$ cat config.mk
export PLATFORM = sky130hd
export DESIGN_NAME = pipeline_hazard_ctrl
export DESIGN_NICKNAME = d
export VERILOG_FILES = /design/src/rtl/pipeline_hazard_ctrl.sv
export SDC_FILE = /design/constraint.sdc
export NUM_CORES = 1
export LEC_CHECK = 0
export CAP_MARGIN = 10
export CORE_AREA = 10 10 87 89
export DETAILED_ROUTE_END_ITERATION = 10
export DIE_AREA = 0 0 97 99
export PLACE_DENSITY = 0.69
export SYNTH_ARGS = -nofsm -noshare
export SYNTH_HDL_FRONTEND = slang
export SYNTH_SLANG_ARGS = --single-unit
$ cat constraint.sdc
create_clock -name CLK -period 2.1 [get_ports CLK]
set_input_delay 0.315 -clock CLK [delete_from_list [all_inputs] [get_ports CLK]]
set_output_delay 0.315 -clock CLK [all_outputs]
set_load 0.02 [all_outputs]
$ cat src/rtl/pipeline_hazard_ctrl.sv
// Pipeline hazard controller: drives PC and IFID/IDEX/EXMEM/MEMWB latch enables and flushes.
// Optional macro PIPE_PERF_EN adds the stall_cnt/flush_cnt performance counters.
module pipeline_hazard_ctrl #(
   parameter int unsigned DWAIT_MAX = 64
) (
   input  logic        CLK,
   input  logic        nRST,
   input  logic        ihit,
   input  logic        dhit,
   input  logic        exmem_dREN,
   input  logic        exmem_dWEN,
   input  logic        exmem_halt,
   input  logic        branch_taken,
   input  logic        idex_dREN,
   input  logic [4:0]  idex_wsel,
   input  logic [4:0]  ifid_rs,
   input  logic [4:0]  ifid_rt,
   output logic        pc_en,
   output logic        ifid_en,
   output logic        idex_en,
   output logic        exmem_en,
   output logic        memwb_en,
   output logic        ifid_flush,
   output logic        idex_flush,
   output logic        exmem_flush,
   output logic        memwb_flush,
   output logic        halt_o,
   output logic        dwait_err,
   output logic [31:0] stall_cnt,
   output logic [31:0] flush_cnt
);

   typedef enum logic [1:0] {RUN, DWAIT, HALTED} state_t;

   // Which hazard rule won this cycle, in descending priority.
   typedef enum logic [2:0] {
      R_HALTED, R_HALT, R_DMISS, R_DHIT, R_BRANCH, R_LOAD_USE, R_IMISS, R_FLOW
   } rule_t;

   typedef struct packed {
      logic pc;
      logic ifid_e;
      logic idex_e;
      logic exmem_e;
      logic memwb_e;
      logic ifid_f;
      logic idex_f;
      logic exmem_f;
      logic memwb_f;
      logic halt;
   } ctl_t;

   localparam logic [7:0] WAIT_LIMIT = 8'(DWAIT_MAX);

   state_t     state;
   rule_t      rule;
   ctl_t       ctl;
   logic [7:0] wait_cnt;
   logic [7:0] wait_inc;
   logic       mreq;
   logic       load_use;

   assign mreq     = exmem_dREN | exmem_dWEN;
   assign load_use = idex_dREN && (idex_wsel != 5'd0) &&
                     ((idex_wsel == ifid_rs) || (idex_wsel == ifid_rt));
   assign wait_inc = (wait_cnt == 8'hFF) ? wait_cnt : wait_cnt + 8'd1;

   // With mreq low, adv reduces to ihit, so the branch rule only needs ihit.
   always_comb begin
      // NOTE: default first so every path assigns rule and no latch is inferred.
      rule = R_FLOW;
      if (state == HALTED)                          rule = R_HALTED;
      else if (state == RUN && exmem_halt && !mreq) rule = R_HALT;
      else if (mreq && !dhit)                       rule = R_DMISS;
      else if (mreq)                                rule = R_DHIT;
      else if (branch_taken && ihit)                rule = R_BRANCH;
      else if (load_use)                            rule = R_LOAD_USE;
      else if (!ihit)                               rule = R_IMISS;
   end

   always_comb begin
      ctl = '0;
      case (rule)
         R_HALTED:   ctl = '{halt: 1'b1, default: 1'b0};
         R_HALT:     ctl = '{pc: 1'b0, memwb_f: 1'b0, halt: 1'b0, default: 1'b1};
         R_DMISS:    ctl = '{memwb_e: 1'b1, memwb_f: 1'b1, default: 1'b0};
         R_DHIT:     ctl = '{pc: ihit, ifid_e: 1'b1, idex_e: 1'b1, exmem_e: 1'b1,
                             memwb_e: 1'b1, ifid_f: !ihit, default: 1'b0};
         R_BRANCH:   ctl = '{memwb_f: 1'b0, halt: 1'b0, default: 1'b1};
         R_LOAD_USE: ctl = '{idex_e: 1'b1, exmem_e: 1'b1, memwb_e: 1'b1,
                             idex_f: 1'b1, default: 1'b0};
         R_IMISS:    ctl = '{ifid_e: 1'b1, idex_e: 1'b1, exmem_e: 1'b1, memwb_e: 1'b1,
                             ifid_f: 1'b1, default: 1'b0};
         default:    ctl = '{pc: 1'b1, ifid_e: 1'b1, idex_e: 1'b1, exmem_e: 1'b1,
                             memwb_e: 1'b1, default: 1'b0};
      endcase
      // Latches must hold still while reset is asserted, regardless of inputs.
      if (!nRST) ctl = '0;
   end

   assign pc_en       = ctl.pc;
   assign ifid_en     = ctl.ifid_e;
   assign idex_en     = ctl.idex_e;
   assign exmem_en    = ctl.exmem_e;
   assign memwb_en    = ctl.memwb_e;
   assign ifid_flush  = ctl.ifid_f;
   assign idex_flush  = ctl.idex_f;
   assign exmem_flush = ctl.exmem_f;
   assign memwb_flush = ctl.memwb_f;
   assign halt_o      = ctl.halt;

   // NOTE: sequential state uses non-blocking assignments so all flops update together.
   always_ff @(posedge CLK or negedge nRST) begin
      if (!nRST) begin
         state     <= RUN;
         wait_cnt  <= '0;
         dwait_err <= 1'b0;
      end else begin
         case (rule)
            R_HALTED: ;
            R_HALT: begin
               state    <= HALTED;
               wait_cnt <= '0;
            end
            R_DMISS: begin
               state    <= DWAIT;
               wait_cnt <= wait_inc;
               if (wait_inc == WAIT_LIMIT) dwait_err <= 1'b1;
            end
            default: begin
               state    <= RUN;
               wait_cnt <= '0;
            end
         endcase
      end
   end

`ifdef PIPE_PERF_EN
   logic [31:0] stall_q;
   logic [31:0] flush_q;

   always_ff @(posedge CLK or negedge nRST) begin
      if (!nRST) begin
         stall_q <= '0;
         flush_q <= '0;
      end else begin
         if (!ctl.pc && state != HALTED) stall_q <= stall_q + 32'd1;
         if (rule == R_BRANCH)           flush_q <= flush_q + 32'd1;
      end
   end

   assign stall_cnt = stall_q;
   assign flush_cnt = flush_q;
`else
   assign stall_cnt = 32'h0;
   assign flush_cnt = 32'h0;
`endif

endmodule

==> metrics.cfg <==
[sta]
setup-tns-final_ps = -182
grt_setup_unrepaired = true
fmax_ghz = 0.438
finClkSkew_ps = 0.710
finalCritPeriodShare_pct = 109
fin_ws_ps = -182
post-route-min-period_ps = 2280
setup_viol = 1
slew_violations = 0
hold_viol_final = 0
holdWs_ps = 456

[cells_and_area]
final_cell_mix = 64 x conb_1, 33 x buf_4, 14 x nor2_1
fillers = 633
drive_gt1_share_pct = 24.3
fin_area_sq_mm = 0.00197
n_antenna_cell = 0
area_growth_pct = 36.3
final_nets = 281
layout_commonest_cell = conb_1

[global_routing]
grt_pass1_vias = 1346
grt_max_degree = 15
grtUsageTotal_pct = 7.85
grt_pass1_wl_um = 6580
grt-ovfl-total = 0
antenna_found_initial = 0

[clocking]
cts-hold-fix-buffers = 0
cts_made_buffers = 3
clockBufferDepth = 2
clock_sinks = 11
cts_max_level = 1
cts_tree = built
insertion_delay_ps = 230
root_buffer = clkbuf_8
clkSlewWorstSetupHoldPaths_ps = 50

[die]
core_sq_mm = 0.00585
initial_core_util_pct = 24.7
die_h_um = 99
fp-row-count = 28
die_w_um = 97
dieArea_sq_mm = 0.00960
ios = 99

[place]
post-place-ws_ps = -1050
port_buffers = 34
placed_cell_area_sq_mm = 0.00184
hpwlAfterDp_um = 3570
gp_congestion = 0.871

[logic_synthesis]
syn_inst = 191
synth_cell_types = 38
avgSynthCellArea_sq_um = 7.56
yosys.area.top_type = buf_4
synthDominantCellAreaShare_pct = 33.8
synth_area_sq_mm = 0.00144
yosys_warnings = 0
synth-seq-cells = 11
yosys-top-cells-area = buf_4 34%, dfrtp_1 19%, xnor2_1 6.1%, nor2_1 3.9%, a21oi_1 3.8%
synth-seq-area-share_pct = 19.1

[route]
dr_wl_met2_um = 2070
drtAntennaViolNets = 0
viasPerCell = 4.09
routedWlPerCell_um = 13.1
drc = 0
top_layer = met4
wl_met1_um = 1870
drtIter0Drc = 32
num_vias = 1350
drt-total-wl_um = 4320
met3WireLength_um = 346
drt-pass1-iter-count = 4

[setup_path]
timing.rr.start = state[1]
worstRegToRegCells = 8
worstPathRequired_ps = 1780
r2r_slack_ps = 150
worstSetupStartpointType = input port
worst-path-max-fanout = 2
crit_path_end_kind = output port
r2r-end = dwait_err
cp.arrival_ps = 1970
worstSetupPathType = in2out

[power_and_ir_drop]
pwr-share-comb_pct = 48.2
powerDensity_mw_per_mm2 = 438
ir_drop_v = 0.000470
switchingPower_mw = 0.342
p_total_mw = 0.863
cellLeakagePower_nw = 1.05
clockPowerShare_pct = 24.1
seq_power_share_pct = 27.7
internal_power_mw = 0.521
swShare_pct = 39.6

[outcome]
violations = negative setup slack
status = finished, violations left

[run]
max-cap-violations = 0

[hold_path]
hold_class = in2async

==> sequential cells by signal, summed over array words and instances, names as in the netlist <==
register   cells
state          2
wait_cnt       8
dwait_err      1
==> how the worst max path moves through the flow <==
stage            startpoint          to  slack, ps  depth (start not counted)
2_1_floorplan  idex_wsel[1]  ifid_flush         20                          5
3_3_place_gp   idex_wsel[1]  ifid_flush      -1060                          7
3_5_place_dp   idex_wsel[1]  ifid_flush      -1050                          7
4_1_cts        idex_wsel[0]  ifid_flush       -190                          7
5_1_grt        idex_wsel[3]  ifid_flush       -280                          7
6_report       idex_wsel[3]  ifid_flush       -180                          7
==> power groups by stage <==
stage               logic [mW]  registers (mW)  clock network, mW
global placement         0.395           0.238                  0
detailed placement       0.398           0.239                  0
floorplan                0.324           0.236                  0
CTS                      0.391           0.236              0.218
finish                   0.416           0.239              0.208
global route             0.451           0.240              0.231
==> metal layers <==
layer,global-route usage (%),up-vias
li1,-,652
met1,9.24,618
met2,13.5,76
met3,3.35,4
met4,0.568,0
met5,0,-
==> per-stage QoR <==
stage,instances,utilization (%)
floorplan,254,-
global placement,322,31.4
detailed placement,322,31.4
CTS,327,31.8
global route,330,33.6
finish,330,33.6
==> layout make-up <==
cell class,count,area [sq um],share of cell area [%]
Multi-Input combinational cell,169,947,48.1
Timing Repair Buffer,67,588,29.9
Sequential cell,11,275,14.0
Tap cell,75,93.8,4.77
Clock buffer,4,45.0,2.29
Inverter,4,18.8,0.954
==> critical path, stage by stage <==
cell and delay [ps]:
buf_6 90, or4_4 540, o21ai_2 140, inv_2 50, a221o_1 380, a221oi_4 300, buf_6 150
==> cell families after synthesis <==
logic type	synth area share [%]
adders and majority gates	0.866
and+or+nand+nor	17.3
DFF	19.1
xor gates and xnor gates	6.07
other	0.260
muxes	1.39
buffers and inverters	36.2
AOI/OAI and AO/OA	18.8
==> repair_timing <==
action,CTS,global route
setup endpoints to repair,9,8
resized for setup,53,31
endpoints found under the hold margin,0,0
setup buffers,1,3
pin swaps,5,19
==> Yosys cell counts <==
master and count:
a21oi_1 11, a221o_1 1, a221oi_2 1, a22o_1 1, a31o_2 1, a31oi_1 1, a32o_1 2, a41o_1 1
a41oi_1 2, and3_1 1, and4_1 1, buf_2 1, buf_4 65, clkbuf_1 4, conb_1 1, dfrtp_1 11
ha_1 1, inv_1 4, mux2i_1 2, nand2_1 12, nand2b_1 4, nand3_1 7, nand3b_1 1, nand4_1 1
nor2_1 15, nor2b_1 4, nor3_1 3, o2111a_1 2, o211a_1 1, o21ai_0 11, o21ai_1 1, o21bai_1 1
o22ai_1 2, o31ai_1 1, or2_2 1, or3_1 1, or4_1 1, xnor2_1 10
(Power assumes the default switching activity.)
